### config.mk
export PLATFORM = sky130hd
export DESIGN_NAME = sram_arb
export DESIGN_NICKNAME = d
export VERILOG_FILES = /design/src/rtl/sram_pkg.sv /design/src/rtl/sram_rr_pick.sv /design/src/rtl/sram_arb.sv
export SDC_FILE = /design/constraint.sdc
export NUM_CORES = 1
export LEC_CHECK = 0
export CAP_MARGIN = 20
export CORE_AREA = 8 8 78 80
export DETAILED_ROUTE_END_ITERATION = 16
export DIE_AREA = 0 0 86 88
export GPL_ROUTABILITY_DRIVEN = 0
export PLACE_DENSITY = 0.82
export SLEW_MARGIN = 5
export SYNTH_ARGS = -nofsm -noshare
export SYNTH_HDL_FRONTEND = slang
export SYNTH_HIERARCHICAL = 1
export SYNTH_SLANG_ARGS = --single-unit
### constraint.sdc
create_clock -name clk -period 3.4 [get_ports clk]
set_input_delay 0.85 -clock clk [delete_from_list [all_inputs] [get_ports clk]]
set_output_delay 0.85 -clock clk [all_outputs]
set_load 0.05 [all_outputs]
### src/rtl/sram_pkg.sv
// Shared constants and types for the two-master SRAM arbiter.
// Enable levels are active-low because the SRAM strobes are active-low.
package sram_pkg;

  localparam int DEF_DATA_W    = 8;
  localparam int DEF_ADDR_W    = 10;
  localparam int DEF_BURST_MAX = 4;

  localparam logic ENA    = 1'b0;
  localparam logic DISENA = 1'b1;

  typedef enum logic {
    OWN_M0 = 1'b0,
    OWN_M1 = 1'b1
  } owner_t;

  typedef struct packed {
    logic   rd;
    owner_t own;
  } tag_t;

endpackage

### src/rtl/sram_rr_pick.sv
// Two-way winner selection: round-robin or fixed priority to m0,
// with a burst limit that hands a tie to the other side after BURST_MAX grants.
module sram_rr_pick
  import sram_pkg::*;
#(
  parameter int BURST_MAX = DEF_BURST_MAX
) (
  input  logic clk,
  input  logic reset_n,
  input  logic i_ena,
  input  logic i_mode,
  input  logic i_req0,
  input  logic i_req1,
  output logic o_gnt0,
  output logic o_gnt1
);

  localparam int CNT_W = $clog2(BURST_MAX + 1);

  owner_t             r_last;
  logic   [CNT_W-1:0] r_cnt;
  logic               w_limit;
  logic               w_gnt_vld;
  owner_t             w_tie_win;
  owner_t             w_win;

  // On a tie the counter forces the other side in once the current owner has used its burst.
  always_comb begin
    w_limit   = (r_cnt >= CNT_W'(BURST_MAX));
    w_tie_win = (i_mode && !w_limit) ? OWN_M0 : owner_t'(~r_last);
    if (i_req0 && i_req1) begin
      w_win = w_tie_win;
    end else if (i_req1) begin
      w_win = OWN_M1;
    end else begin
      w_win = OWN_M0;
    end
    w_gnt_vld = reset_n & i_ena & (i_req0 | i_req1);
    o_gnt0    = w_gnt_vld & (w_win == OWN_M0);
    o_gnt1    = w_gnt_vld & (w_win == OWN_M1);
  end

  always_ff @(posedge clk or negedge reset_n) begin
    if (!reset_n) begin
      r_last <= OWN_M1;
      r_cnt  <= '0;
    end else if (w_gnt_vld) begin
      r_last <= w_win;
      if (w_win != r_last) begin
        r_cnt <= CNT_W'(1);
      end else if (!w_limit) begin
        r_cnt <= r_cnt + CNT_W'(1);
      end
    end
  end

endmodule

### src/rtl/sram_arb.sv
// Two-master arbiter in front of a synchronous single-port SRAM.
// One access per cycle; reads return three cycles after their grant.
module sram_arb
  import sram_pkg::*;
#(
  parameter int DATA_W    = DEF_DATA_W,
  parameter int ADDR_W    = DEF_ADDR_W,
  parameter int BURST_MAX = DEF_BURST_MAX
) (
  input  logic              clk,
  input  logic              reset_n,
  input  logic              ena,
  input  logic              arb_mode,
  input  logic              m0_req,
  input  logic              m0_we,
  input  logic [ADDR_W-1:0] m0_addr,
  input  logic [DATA_W-1:0] m0_wdata,
  output logic              m0_gnt,
  output logic              m0_rvalid,
  output logic [DATA_W-1:0] m0_rdata,
  input  logic              m1_req,
  input  logic              m1_we,
  input  logic [ADDR_W-1:0] m1_addr,
  input  logic [DATA_W-1:0] m1_wdata,
  output logic              m1_gnt,
  output logic              m1_rvalid,
  output logic [DATA_W-1:0] m1_rdata,
  output logic              s_clk,
  output logic              s_cen,
  output logic              s_wen,
  output logic              s_oen,
  output logic [ADDR_W-1:0] s_addr,
  output logic [DATA_W-1:0] s_ddata,
  input  logic [DATA_W-1:0] s_qdata,
  output logic              busy
);

  logic              w_gnt0;
  logic              w_gnt1;
  logic              w_any;
  logic              w_we;
  logic [ADDR_W-1:0] w_addr;
  logic [DATA_W-1:0] w_wdata;

  logic              r_cen;
  logic              r_wen;
  logic              r_oen;
  logic [ADDR_W-1:0] r_addr;
  logic [DATA_W-1:0] r_ddata;
  tag_t              r_tag1;
  tag_t              r_tag2;
  logic              r_rvalid0;
  logic              r_rvalid1;
  logic [DATA_W-1:0] r_rdata0;
  logic [DATA_W-1:0] r_rdata1;

  sram_rr_pick #(
    .BURST_MAX(BURST_MAX)
  ) u_pick (
    .clk    (clk),
    .reset_n(reset_n),
    .i_ena  (ena),
    .i_mode (arb_mode),
    .i_req0 (m0_req),
    .i_req1 (m1_req),
    .o_gnt0 (w_gnt0),
    .o_gnt1 (w_gnt1)
  );

  always_comb begin
    w_any   = w_gnt0 | w_gnt1;
    w_we    = w_gnt1 ? m1_we    : m0_we;
    w_addr  = w_gnt1 ? m1_addr  : m0_addr;
    w_wdata = w_gnt1 ? m1_wdata : m0_wdata;
  end

  // Address and write data hold their last value on idle cycles.
  always_ff @(posedge clk or negedge reset_n) begin
    if (!reset_n) begin
      r_cen   <= DISENA;
      r_wen   <= DISENA;
      r_oen   <= DISENA;
      r_addr  <= '0;
      r_ddata <= '0;
    end else if (w_any) begin
      r_cen   <= ENA;
      r_wen   <= w_we ? ENA : DISENA;
      r_oen   <= w_we ? DISENA : ENA;
      r_addr  <= w_addr;
      r_ddata <= w_wdata;
    end else begin
      r_cen   <= DISENA;
      r_wen   <= DISENA;
      r_oen   <= DISENA;
    end
  end

  always_ff @(posedge clk or negedge reset_n) begin
    if (!reset_n) begin
      r_tag1    <= '{rd: 1'b0, own: OWN_M0};
      r_tag2    <= '{rd: 1'b0, own: OWN_M0};
      r_rvalid0 <= 1'b0;
      r_rvalid1 <= 1'b0;
      r_rdata0  <= '0;
      r_rdata1  <= '0;
    end else begin
      r_tag1    <= '{rd: w_any & ~w_we, own: (w_gnt1 ? OWN_M1 : OWN_M0)};
      r_tag2    <= r_tag1;
      r_rvalid0 <= r_tag2.rd & (r_tag2.own == OWN_M0);
      r_rvalid1 <= r_tag2.rd & (r_tag2.own == OWN_M1);
      if (r_tag2.rd && r_tag2.own == OWN_M0) r_rdata0 <= s_qdata;
      if (r_tag2.rd && r_tag2.own == OWN_M1) r_rdata1 <= s_qdata;
    end
  end

  assign m0_gnt    = w_gnt0;
  assign m1_gnt    = w_gnt1;
  assign m0_rvalid = r_rvalid0;
  assign m1_rvalid = r_rvalid1;
  assign m0_rdata  = r_rdata0;
  assign m1_rdata  = r_rdata1;
  assign s_clk     = clk;
  assign s_cen     = r_cen;
  assign s_wen     = r_wen;
  assign s_oen     = r_oen;
  assign s_addr    = r_addr;
  assign s_ddata   = r_ddata;
  assign busy      = r_tag1.rd | r_tag2.rd;

endmodule
==> reports/results.txt <==
Most common library cells after synthesis: 43 x dfrtp_1, 19 x mux2i_1, 19 x nand2_1, 19 x o21ai_0, 10 x inv_1
Leakage: 1.324 nW
Critical path data required time: 2.55 ns
Via density: 4.715
Dpl ws: 0.1779 ns
Final setup skew: 0.006022 ns
Floorplan core area: 4912 um^2
Outcome: finished clean
Syn Inst Count: 167
Number of rows in the core area: 26
DRC violation count after routing: 0
Met2 Routed Length: 2.417 mm
Worst reg-to-reg path cell count: 7
Launch point of the worst hold path: r_tag1[0]$_DFF_PN0_
First DRT Iteration DRCs: 40
Cell with the most instances after synthesis: dfrtp_1
Total negative slack for setup checks: 0 ns
Total vias in the final route: 1589
HPWL after detailed placement: 3.803 mm
Effective utilization at floorplan: 41.59%
Post-synthesis average cell area: 12.23 um^2
Finished Layout Cells: 337
Hold crit path type: reg2reg
Number of distinct library cells after synthesis: 29
DIE HEIGHT: 88 um
Register-to-register setup slack: 1.47 ns
RSZ-0062 raised after global routing: false
Worst hold stages: 0
Final wirelength: 5.126 mm
Antenna diode instance count: 0
Synth warn: 6
Relative slew slack: 60.98%
Maximum fanout count along the critical path: 2
Post-synth top area cell: dfrtp_1
Area share of the largest cell type after synthesis: 52.66%
Number of placed instances, taps included: 326
Number of fill cells in the layout: 399
Worst-case setup margin in the final layout: 0.2113 ns
Net count after synthesis: 221
Peak ir drop on the vdd network: 393.7 uV
Hold Path End: r_tag2[0]$_DFF_PN0_
Initial antenna violation count: 0
Final setup violation count: 0
CTS tree: yes
Count of maximum capacitance violations: 0
Type of origin of the critical path: clock port
Clock latency on the worst-skew pair: 0.40 ns
FF-to-FF Start: u_pick/r_cnt[2]$_DFFE_PN0P_
Register area: 1181 um^2
Prevailing post-synth register cell: dfrtp_1
Synthesized cell area: 2043 um^2
Global-route wire length before repair: 8.431 mm
Width of the chip: 86 um
Gr usage total: 14.48%
Top-Level Pins: 95
Detailed-router iteration count before antenna repair: 4
Arrival time of the worst setup path: 2.34 ns
Part of the Yosys area used for sequential elements: 57.81%
Top area cells in the synthesized netlist: dfrtp_1 53%, mux2i_1 9.3%, mux2_4 5.9%
Total of flip-flops plus latches after synthesis: 47
Share of final-layout standard cells stronger than drive strength 1: 16.10%
Area growth from synthesis to layout: 55.79%
Residual overflow from global routing: 0
Post-route ant nets: 0
Multi-input logic area: 773.2 um^2
Pwr per Cell Area: 683.4 nW/um^2
Die ar.: 7568 um^2
Top sig layer: met4
Port buffer count: 94
Transition at the pin with the smallest max-transition slack: 0.5853 ns
Mean routed wirelength per cell: 15.21 um
Via count of the first global-routing pass: 1777
Clock-pin slew of the registers on the worst-case setup and hold paths: 0.08 ns
Net count reported at finish: 320
Final-report max-slew violation count: 0
Buffers inserted during post-CTS setup optimization: 0
Post-synth ARST share: 100.0%
Amount of wire on met3 after detailed routing: 483 um
Sum of routed wire segments on met1: 2.126 mm
Critical setup path kind: clk2out
Total count of hold-check failures in the final report: 0
Element type at the critical path end: output port
EDFF count, synth: 0
Worst r2r dst: s_oen$_DFF_PN1_
Maximum number of pins on one net before global-route repair: 49
[critical path: stages]
cell and delay [ns]:
clkbuf_8 0.11, clkbuf_8 0.12, dlygate4sd2_1 0.41
[repair_timing]
item	CTS	global route
endpoints found under the hold margin	0	0
setup endpoints to repair	1	0
hold buffers	0	0
resized for setup	1	0
[layout by cell type (no fill, tap or decap), drive strengths merged]
master,instances
ha,2
nand3,2
clkbuf,9
mux2i,19
nor2,5
nand2,20
a22o,1
inv,10
nor3,1
nor2b,1
a2bb2oi,1
o22ai,1
clkdlybuf4s50,90
clkinv,1
o22a,1
dlygate4sd2,1
and4bb,1
nand2b,1
a31oi,1
nor4,1
and3b,1
buf,6
mux2,16
clkinvlp,1
dfrtp,43
or2,1
dfstp,4
o21ai,19
a21oi,7
[sequential cells by signal (all words and copies together) (netlist names)]
register / cells
m0_rvalid: 1
s_oen: 1
r_tag1: 2
u_pick/r_last: 1
s_cen: 1
u_pick/r_cnt: 3
s_ddata: 8
s_addr: 10
s_wen: 1
r_tag2: 2
m1_rvalid: 1
m0_rdata: 8
m1_rdata: 8
[area by class of cell]
class	count	share of cell area [%]
Clock buffer	10	3.852
Tap cell	70	2.752
Sequential cell	47	37.11
Multi-Input combinational cell	102	24.29
Clock inverter	2	0.3931
Timing Repair Buffer	96	30.42
Inverter	10	1.179
[logic make-up (layout without fill, tap and decap cells)]
family,count (synthesis),count (layout),synth area share (%)
AOI/OAI and AO/OA,31,31,8.267
adders and majority gates,2,2,1.225
buffers and inverters,18,118,4.716
DFF,47,47,57.81
muxes,35,35,19.60
and+or+nand+nor,34,34,8.390
[per-stage QoR]
stage	utilization [%]	area (um^2)	power, mW	hold slack, ns
4_1_cts	64.80	3183	2.208	0.3572
6_report	64.80	3183	2.175	0.3571
5_1_grt	64.80	3183	2.288	0.3827
3_5_place_dp	62.25	3058	1.793	0.3347
2_1_floorplan	-	2043	1.424	0.3312
3_3_place_gp	62.25	3058	1.773	0.3315
[where the power goes]
group,switching (mW),total (mW),internal [mW]
clock network,0.239,0.469,0.230
registers,0.0813,0.775,0.694
logic,0.572,0.931,0.359
[how the worst max path moves through the flow]
stage,slack (ns),startpoint,endpoint
finish,0.21,clk,s_clk
global route,0.20,clk,s_clk
CTS,0.21,clk,s_clk
detailed placement,0.18,clk,s_clk
global placement,0.18,clk,s_clk
floorplan,0.55,arb_mode,m1_gnt
[per-layer routing]
metal  up-vias  track usage, %
met5         -               0
met4         0           8.280
met3         8           7.317
met2        62           22.60
met1       756           15.61
li1        763               -
Power figures use the tool's default switching activity.
